### src/rtl/alu_op_issue_if.sv
// Bundles the command, ALU-side and result signals of the ALU command front-end.
// slave is the issue unit's view and master is the surrounding environment's view.
interface alu_op_issue_if #(
  parameter int WIDTH = 16,
  parameter int DEPTH = 4
);
  localparam int CW = $clog2(DEPTH) + 1;

  logic             CMD_VALID;
  logic             CMD_READY;
  logic [WIDTH-1:0] CMD_A;
  logic [WIDTH-1:0] CMD_B;
  logic [3:0]       CMD_FUN;
  logic [WIDTH-1:0] ALU_A;
  logic [WIDTH-1:0] ALU_B;
  logic [3:0]       ALU_FUN;
  logic             ALU_GO;
  logic [WIDTH-1:0] ALU_OUT;
  logic             RES_VALID;
  logic             RES_READY;
  logic [WIDTH-1:0] RES_DATA;
  logic [1:0]       RES_CLASS;
  logic [CW-1:0]    FIFO_COUNT;

  modport slave (
    input  CMD_VALID, CMD_A, CMD_B, CMD_FUN, ALU_OUT, RES_READY,
    output CMD_READY, ALU_A, ALU_B, ALU_FUN, ALU_GO,
    output RES_VALID, RES_DATA, RES_CLASS, FIFO_COUNT
  );

  modport master (
    output CMD_VALID, CMD_A, CMD_B, CMD_FUN, ALU_OUT, RES_READY,
    input  CMD_READY, ALU_A, ALU_B, ALU_FUN, ALU_GO,
    input  RES_VALID, RES_DATA, RES_CLASS, FIFO_COUNT
  );
endinterface

### src/rtl/alu_op_issue.sv
// Command FIFO plus a one-at-a-time issue FSM in front of the ALU.
// Each result is captured and then held until the downstream stage takes it.
module alu_op_issue #(
  parameter int WIDTH   = 16,
  parameter int DEPTH   = 4,
  parameter int ALU_LAT = 1
) (
  input  logic           CLK,
  input  logic           RST,
  alu_op_issue_if.slave  bus,
  output logic [1:0]     dbg_state_o
);
  typedef enum logic [1:0] {S_IDLE, S_ISSUE, S_WAIT, S_HOLD} state_e;

  localparam int AW = $clog2(DEPTH);
  localparam int CW = AW + 1;
  localparam int EW = 2 * WIDTH + 4;
  localparam int LW = (ALU_LAT > 1) ? $clog2(ALU_LAT) : 1;

  logic [EW-1:0]    mem_q [DEPTH];
  logic [AW-1:0]    wr_ptr_q, rd_ptr_q;
  logic [CW-1:0]    count_q;
  state_e           state_q, state_d;
  logic [LW-1:0]    wait_q, wait_d;
  logic [WIDTH-1:0] alu_a_q, alu_b_q, res_data_q;
  logic [3:0]       alu_fun_q;
  logic [1:0]       res_class_q;
  logic             alu_go_q, res_valid_q;

  logic             cmd_ready, push, load, capture, release_res;
  logic [EW-1:0]    head;

  // Handshakes: a command moves on CMD_VALID && CMD_READY; a result moves on
  // RES_VALID && RES_READY, and RES_VALID with its data stays put until then.
  assign cmd_ready = (count_q != CW'(DEPTH));
  assign push      = bus.CMD_VALID && cmd_ready;
  assign head      = mem_q[rd_ptr_q];

  always_comb begin
    state_d     = state_q;
    wait_d      = wait_q;
    load        = 1'b0;
    capture     = 1'b0;
    release_res = 1'b0;
    unique case (state_q)
      S_IDLE: begin
        if (count_q != '0) begin
          load    = 1'b1;
          state_d = S_ISSUE;
        end
      end
      S_ISSUE: begin
        wait_d  = LW'(ALU_LAT - 1);
        state_d = S_WAIT;
      end
      S_WAIT: begin
        if (wait_q == '0) begin
          capture = 1'b1;
          state_d = S_HOLD;
        end else begin
          wait_d = wait_q - LW'(1);
        end
      end
      S_HOLD: begin
        if (bus.RES_READY) begin
          release_res = 1'b1;
          // Chain straight into the next issue so there is no idle bubble.
          if (count_q != '0) begin
            load    = 1'b1;
            state_d = S_ISSUE;
          end else begin
            state_d = S_IDLE;
          end
        end
      end
      default: state_d = S_IDLE;
    endcase
  end

  always_ff @(posedge CLK) begin
    if (push) mem_q[wr_ptr_q] <= {bus.CMD_A, bus.CMD_B, bus.CMD_FUN};
  end

  always_ff @(posedge CLK) begin
    if (RST) begin
      wr_ptr_q    <= '0;
      rd_ptr_q    <= '0;
      count_q     <= '0;
      state_q     <= S_IDLE;
      wait_q      <= '0;
      alu_a_q     <= '0;
      alu_b_q     <= '0;
      alu_fun_q   <= '0;
      alu_go_q    <= 1'b0;
      res_valid_q <= 1'b0;
      res_data_q  <= '0;
      res_class_q <= '0;
    end else begin
      state_q  <= state_d;
      wait_q   <= wait_d;
      alu_go_q <= load;
      if (push) wr_ptr_q <= wr_ptr_q + AW'(1);
      if (load) rd_ptr_q <= rd_ptr_q + AW'(1);
      unique case ({push, load})
        2'b10:   count_q <= count_q + CW'(1);
        2'b01:   count_q <= count_q - CW'(1);
        default: count_q <= count_q;
      endcase
      if (load) begin
        alu_a_q   <= head[EW-1 -: WIDTH];
        alu_b_q   <= head[WIDTH+3 -: WIDTH];
        alu_fun_q <= head[3:0];
      end
      if (capture) begin
        res_valid_q <= 1'b1;
        res_data_q  <= bus.ALU_OUT;
        res_class_q <= alu_fun_q[3:2];
      end else if (release_res) begin
        res_valid_q <= 1'b0;
      end
    end
  end

  assign bus.CMD_READY  = cmd_ready;
  assign bus.ALU_A      = alu_a_q;
  assign bus.ALU_B      = alu_b_q;
  assign bus.ALU_FUN    = alu_fun_q;
  assign bus.ALU_GO     = alu_go_q;
  assign bus.RES_VALID  = res_valid_q;
  assign bus.RES_DATA   = res_data_q;
  assign bus.RES_CLASS  = res_class_q;
  assign bus.FIFO_COUNT = count_q;
  assign dbg_state_o    = state_q;
endmodule

### src/flat_wrapper.sv
// flat-port wrapper written by rule: the top's interface ports become plain ports
module alu_op_issue_flat 
#(
  parameter int WIDTH   = 16,
  parameter int DEPTH   = 4,
  parameter int ALU_LAT = 1
)
  (CLK, RST, dbg_state_o, bus_CMD_VALID, bus_CMD_A, bus_CMD_B, bus_CMD_FUN, bus_ALU_OUT, bus_RES_READY, bus_CMD_READY, bus_ALU_A, bus_ALU_B, bus_ALU_FUN, bus_ALU_GO, bus_RES_VALID, bus_RES_DATA, bus_RES_CLASS, bus_FIFO_COUNT);
  alu_op_issue_if #(.WIDTH(WIDTH), .DEPTH(DEPTH)) bus_i ();
  input  logic CLK;
  input  logic RST;
  output logic [1:0] dbg_state_o;
  input wire logic [$bits(bus_i.CMD_VALID)-1:0] bus_CMD_VALID;
  input wire logic [$bits(bus_i.CMD_A)-1:0] bus_CMD_A;
  input wire logic [$bits(bus_i.CMD_B)-1:0] bus_CMD_B;
  input wire logic [$bits(bus_i.CMD_FUN)-1:0] bus_CMD_FUN;
  input wire logic [$bits(bus_i.ALU_OUT)-1:0] bus_ALU_OUT;
  input wire logic [$bits(bus_i.RES_READY)-1:0] bus_RES_READY;
  output wire logic [$bits(bus_i.CMD_READY)-1:0] bus_CMD_READY;
  output wire logic [$bits(bus_i.ALU_A)-1:0] bus_ALU_A;
  output wire logic [$bits(bus_i.ALU_B)-1:0] bus_ALU_B;
  output wire logic [$bits(bus_i.ALU_FUN)-1:0] bus_ALU_FUN;
  output wire logic [$bits(bus_i.ALU_GO)-1:0] bus_ALU_GO;
  output wire logic [$bits(bus_i.RES_VALID)-1:0] bus_RES_VALID;
  output wire logic [$bits(bus_i.RES_DATA)-1:0] bus_RES_DATA;
  output wire logic [$bits(bus_i.RES_CLASS)-1:0] bus_RES_CLASS;
  output wire logic [$bits(bus_i.FIFO_COUNT)-1:0] bus_FIFO_COUNT;
  assign bus_i.CMD_VALID = bus_CMD_VALID;
  assign bus_i.CMD_A = bus_CMD_A;
  assign bus_i.CMD_B = bus_CMD_B;
  assign bus_i.CMD_FUN = bus_CMD_FUN;
  assign bus_i.ALU_OUT = bus_ALU_OUT;
  assign bus_i.RES_READY = bus_RES_READY;
  assign bus_CMD_READY = bus_i.CMD_READY;
  assign bus_ALU_A = bus_i.ALU_A;
  assign bus_ALU_B = bus_i.ALU_B;
  assign bus_ALU_FUN = bus_i.ALU_FUN;
  assign bus_ALU_GO = bus_i.ALU_GO;
  assign bus_RES_VALID = bus_i.RES_VALID;
  assign bus_RES_DATA = bus_i.RES_DATA;
  assign bus_RES_CLASS = bus_i.RES_CLASS;
  assign bus_FIFO_COUNT = bus_i.FIFO_COUNT;
  alu_op_issue #(.WIDTH(WIDTH), .DEPTH(DEPTH), .ALU_LAT(ALU_LAT)) u_core (.CLK(CLK), .RST(RST), .bus(bus_i), .dbg_state_o(dbg_state_o));
endmodule
### config.mk
export PLATFORM = sky130hd
export DESIGN_NAME = alu_op_issue_flat
export DESIGN_NICKNAME = d
export VERILOG_FILES = /design/src/rtl/alu_op_issue_if.sv /design/src/rtl/alu_op_issue.sv /design/src/flat_wrapper.sv
export SDC_FILE = /design/constraint.sdc
export NUM_CORES = 1
export LEC_CHECK = 0
export CORE_MARGIN = 3
export CORE_UTILIZATION = 54
export CTS_CLUSTER_SIZE = 10
export DETAILED_ROUTE_END_ITERATION = 10
export GPL_TIMING_DRIVEN = 0
export HOLD_SLACK_MARGIN = 0.02
export PLACE_DENSITY = 0.87
export SETUP_SLACK_MARGIN = 0.3
export SLEW_MARGIN = 20
export SYNTH_ARGS = -nofsm -noshare
export SYNTH_HDL_FRONTEND = slang
export SYNTH_SLANG_ARGS = --single-unit
### constraint.sdc
create_clock -name CLK -period 3.1 [get_ports CLK]
set_clock_uncertainty 0.1 [all_clocks]
set_input_delay 0.465 -clock CLK [delete_from_list [all_inputs] [get_ports CLK]]
set_output_delay 0.465 -clock CLK [all_outputs]
set_load 0.01 [all_outputs]
==> out/metrics.yaml <==
status: "complete, no violations"
tightestPinTransition_ns: 0.7229
setup_tns_ns: 0
area_growth_pct: 27.70
syn-cell-area_mm2: 0.008023
first_global_vias: 5289
routedWlPerCell_um: 22.09
htreeDepth: 1
gr-total-overflow: 0
final-hold-violation-count: 0
p_leak_nw: 3.355
grt_max_degree: 23
setup_viol: 0
initial_core_util: 0.5648
cp_data_arrival_time_ns: 3.01
r2r_slack_ns: 0.41
grt_usage: 0.2255
crit_buf_inv: 4
post-place-cells: 798
drv_cap: 0
max_slew_margin: 0.5181
grt_first_pass_wirelength_mm: 28.90
post-route-util: 0.7213
irDropWorstVdd_mv: 0.6764
hpwl_mm: 11.96
drc_errors: 0
synth_nets: 564
layout.cells.non_filler: 842
viasPerCell: 6.186
nNetsFinal: 710
synthDistinctLibCells: 36
yosysTopAreaCell: "edfxtp_1"
syn_area_per_cell_um2: 16.11
worstPathMaxFanout: 10
slowest_stage: "dfxtp_4"
multi_input_area_mm2: 0.002210
postSynthCellCount: 498
powerDensity_mw_per_mm2: 942.2
fp-row-count: 43
n_antenna_cell: 0
cts_setup_buffers: 0
period_needed_ns: 2.689
die_x_um: 127.9
fmax_mhz: 371.9
synthFlopType: "edfxtp_1"
ys_top_cells_by_count: "edfxtp_1 (144), dfxtp_1 (65), a21oi_1 (44)"
ys_seq_area_frac: 0.7012
finalMaxSlewViolations: 0
crit_required_ns: 3.42
port_buffers: 116
cts_tree: "yes"
cts_buffer_depth: 3
yosysWarnings: 0
fin_crit_sh: 0.8673
finalWirelength_mm: 18.60
ant_nets: 0
synth_edf_count: 144
rsz0062_at_grt: "false"
num_vias: 5209
synth_most_common_cell: "edfxtp_1"
numCtsBuffers: 24
dieArea_mm2: 0.01636
worst-setup-path-type: "reg2reg"
cts_hold_buffers: 0
first_pass_iters: 5
yosys-top-cells-area: "edfxtp_1 (54%), dfxtp_1 (16%), mux4_2 (10%)"
worstHoldPathType: "in2reg"
endpoint_kind: "register"
fillers: 867
cp_cell_sequence: "inv_2, ha_4, clkbuf_2, clkbuf_8, nor3_2, ha_2, inv_1, fa_1, xor2_1, or3_1, a21oi_1"
crit_family: "adder cells"
start_kind: "register"
synth-seq-cells: 209
drtIter0Drc: 487
drive_above_1_share: 0.1526
clkTransAtPathRegs_ns: 0.06
synthArstFlopShare: 0
cts.sinks: 209
gp_congestion: 0.8760
cts_root_buf: "clkbuf_16"
cpPeakStageDelay_ns: 0.38
core-area_mm2: 0.01420
die_y_um: 127.9
io_pins: 118
synth_top_area_share: 0.5390
regArea_mm2: 0.005630
antenna_found_initial: 0
clkLatencyLatePin_ns: 0.50
-- power by group --
group	switching, mW	total (mW)	leakage (nW)	internal (mW)
logic	2.00	3.42	1.18	1.42
clock network	1.01	2.47	0.325	1.46
registers	0.278	3.76	1.85	3.48
-- what timing repair did --
item                       in CTS  in global routing
cloned                          0                  0
gates resized for setup         8                 13
hold endpoints to repair        0                  0
setup endpoints to repair       2                  2
-- registers in the layout (all words and copies together), names as in the netlist --
name / flops
u_core.bus.RES_CLASS: 2
u_core.bus.FIFO_COUNT: 3
u_core.dbg_state_o: 2
u_core.mem_q: 144
u_core.bus.ALU_FUN: 4
u_core.bus.ALU_GO: 1
u_core.bus.ALU_B: 16
u_core.bus.RES_DATA: 16
u_core.bus.RES_VALID: 1
u_core.rd_ptr_q: 2
u_core.bus.ALU_A: 16
u_core.wr_ptr_q: 2
-- tightest hold or removal path: stages --
cell     delay, ns
buf_1         0.17
nand3_1       0.13
a21oi_1       0.06
-- worst paths after layout --
path | startpoint | end | cells past startpoint
worst max register to register | u_core.dbg_state_o[0]$_SDFFE_PP0P_ | u_core.bus.FIFO_COUNT[2]$_SDFFE_PP0P_ | 11
worst max-delay path | u_core.dbg_state_o[0]$_SDFFE_PP0P_ | u_core.bus.FIFO_COUNT[2]$_SDFFE_PP0P_ | 11
worst min register to register | u_core.bus.ALU_B[12]$_SDFFE_PP0P_ | u_core.bus.ALU_B[12]$_SDFFE_PP0P_ | 2
worst min-delay path | bus_CMD_VALID | u_core.wr_ptr_q[0]$_SDFFE_PP0P_ | 3
-- placed cells by master (no fill, tap or decap), drive strengths merged, types with 3 or more instances in the layout --
| cell type | netlist | final |
|---|---|---|
| a21o | 5 | 5 |
| nor2 | 23 | 23 |
| inv | 8 | 8 |
| edfxtp | 144 | 144 |
| buf | 24 | 27 |
| nand4 | 36 | 36 |
| mux4 | 36 | 36 |
| clkbuf | 19 | 63 |
| dfxtp | 65 | 65 |
| a21oi | 44 | 44 |
| clkdlybuf4s50 | 0 | 116 |
| nand2 | 3 | 3 |
| nand3 | 4 | 4 |
| and3 | 4 | 4 |
| ha | 9 | 9 |
| o31ai | 37 | 37 |
| mux2i | 18 | 18 |
-- cells by family (layout without fill, tap and decap cells) --
group | count (synthesis) | count (layout) | share of synthesized area
DFF | 209 | 209 | 0.7012
AOI/OAI and AO/OA | 89 | 89 | 0.06909
and+or+nand+nor | 82 | 82 | 0.05646
muxes | 55 | 55 | 0.1254
buffers and inverters | 51 | 215 | 0.02916
adders and majority gates | 10 | 10 | 0.01653
xor gates and xnor gates | 2 | 2 | 0.002184
-- final cells by class --
type | count | area share
clock buffer | 43 | 0.06558
buffer | 43 | 0.02149
sequential | 209 | 0.5496
timing repair buffer | 120 | 0.1212
tap | 180 | 0.02198
multi-input combinational | 238 | 0.2157
inverter | 8 | 0.002931
clock inverter | 1 | 0.001588
-- per-stage QoR --
stage	power, mW	area, um2	hold WS, ns	setup slack (ns)
floorplan	5.678	8023	0.3928	0.3823
global placement	6.850	9409	0.3550	-0.07100
global route	10.08	10240	0.2687	0.3049
detailed placement	7.044	9494	0.3719	-0.1526
CTS	9.588	10210	0.2447	0.3084
finish	9.653	10240	0.2755	0.4112
-- layer usage --
layer  vias up  share of wire  global-route usage
met5         -              0                   0
met4         0          0.031             0.07428
met3        59          0.084             0.04333
met2       276           0.50              0.3783
met1      2602           0.38              0.2996
li1       2272              -                   -
Power figures use the tool's default switching activity.
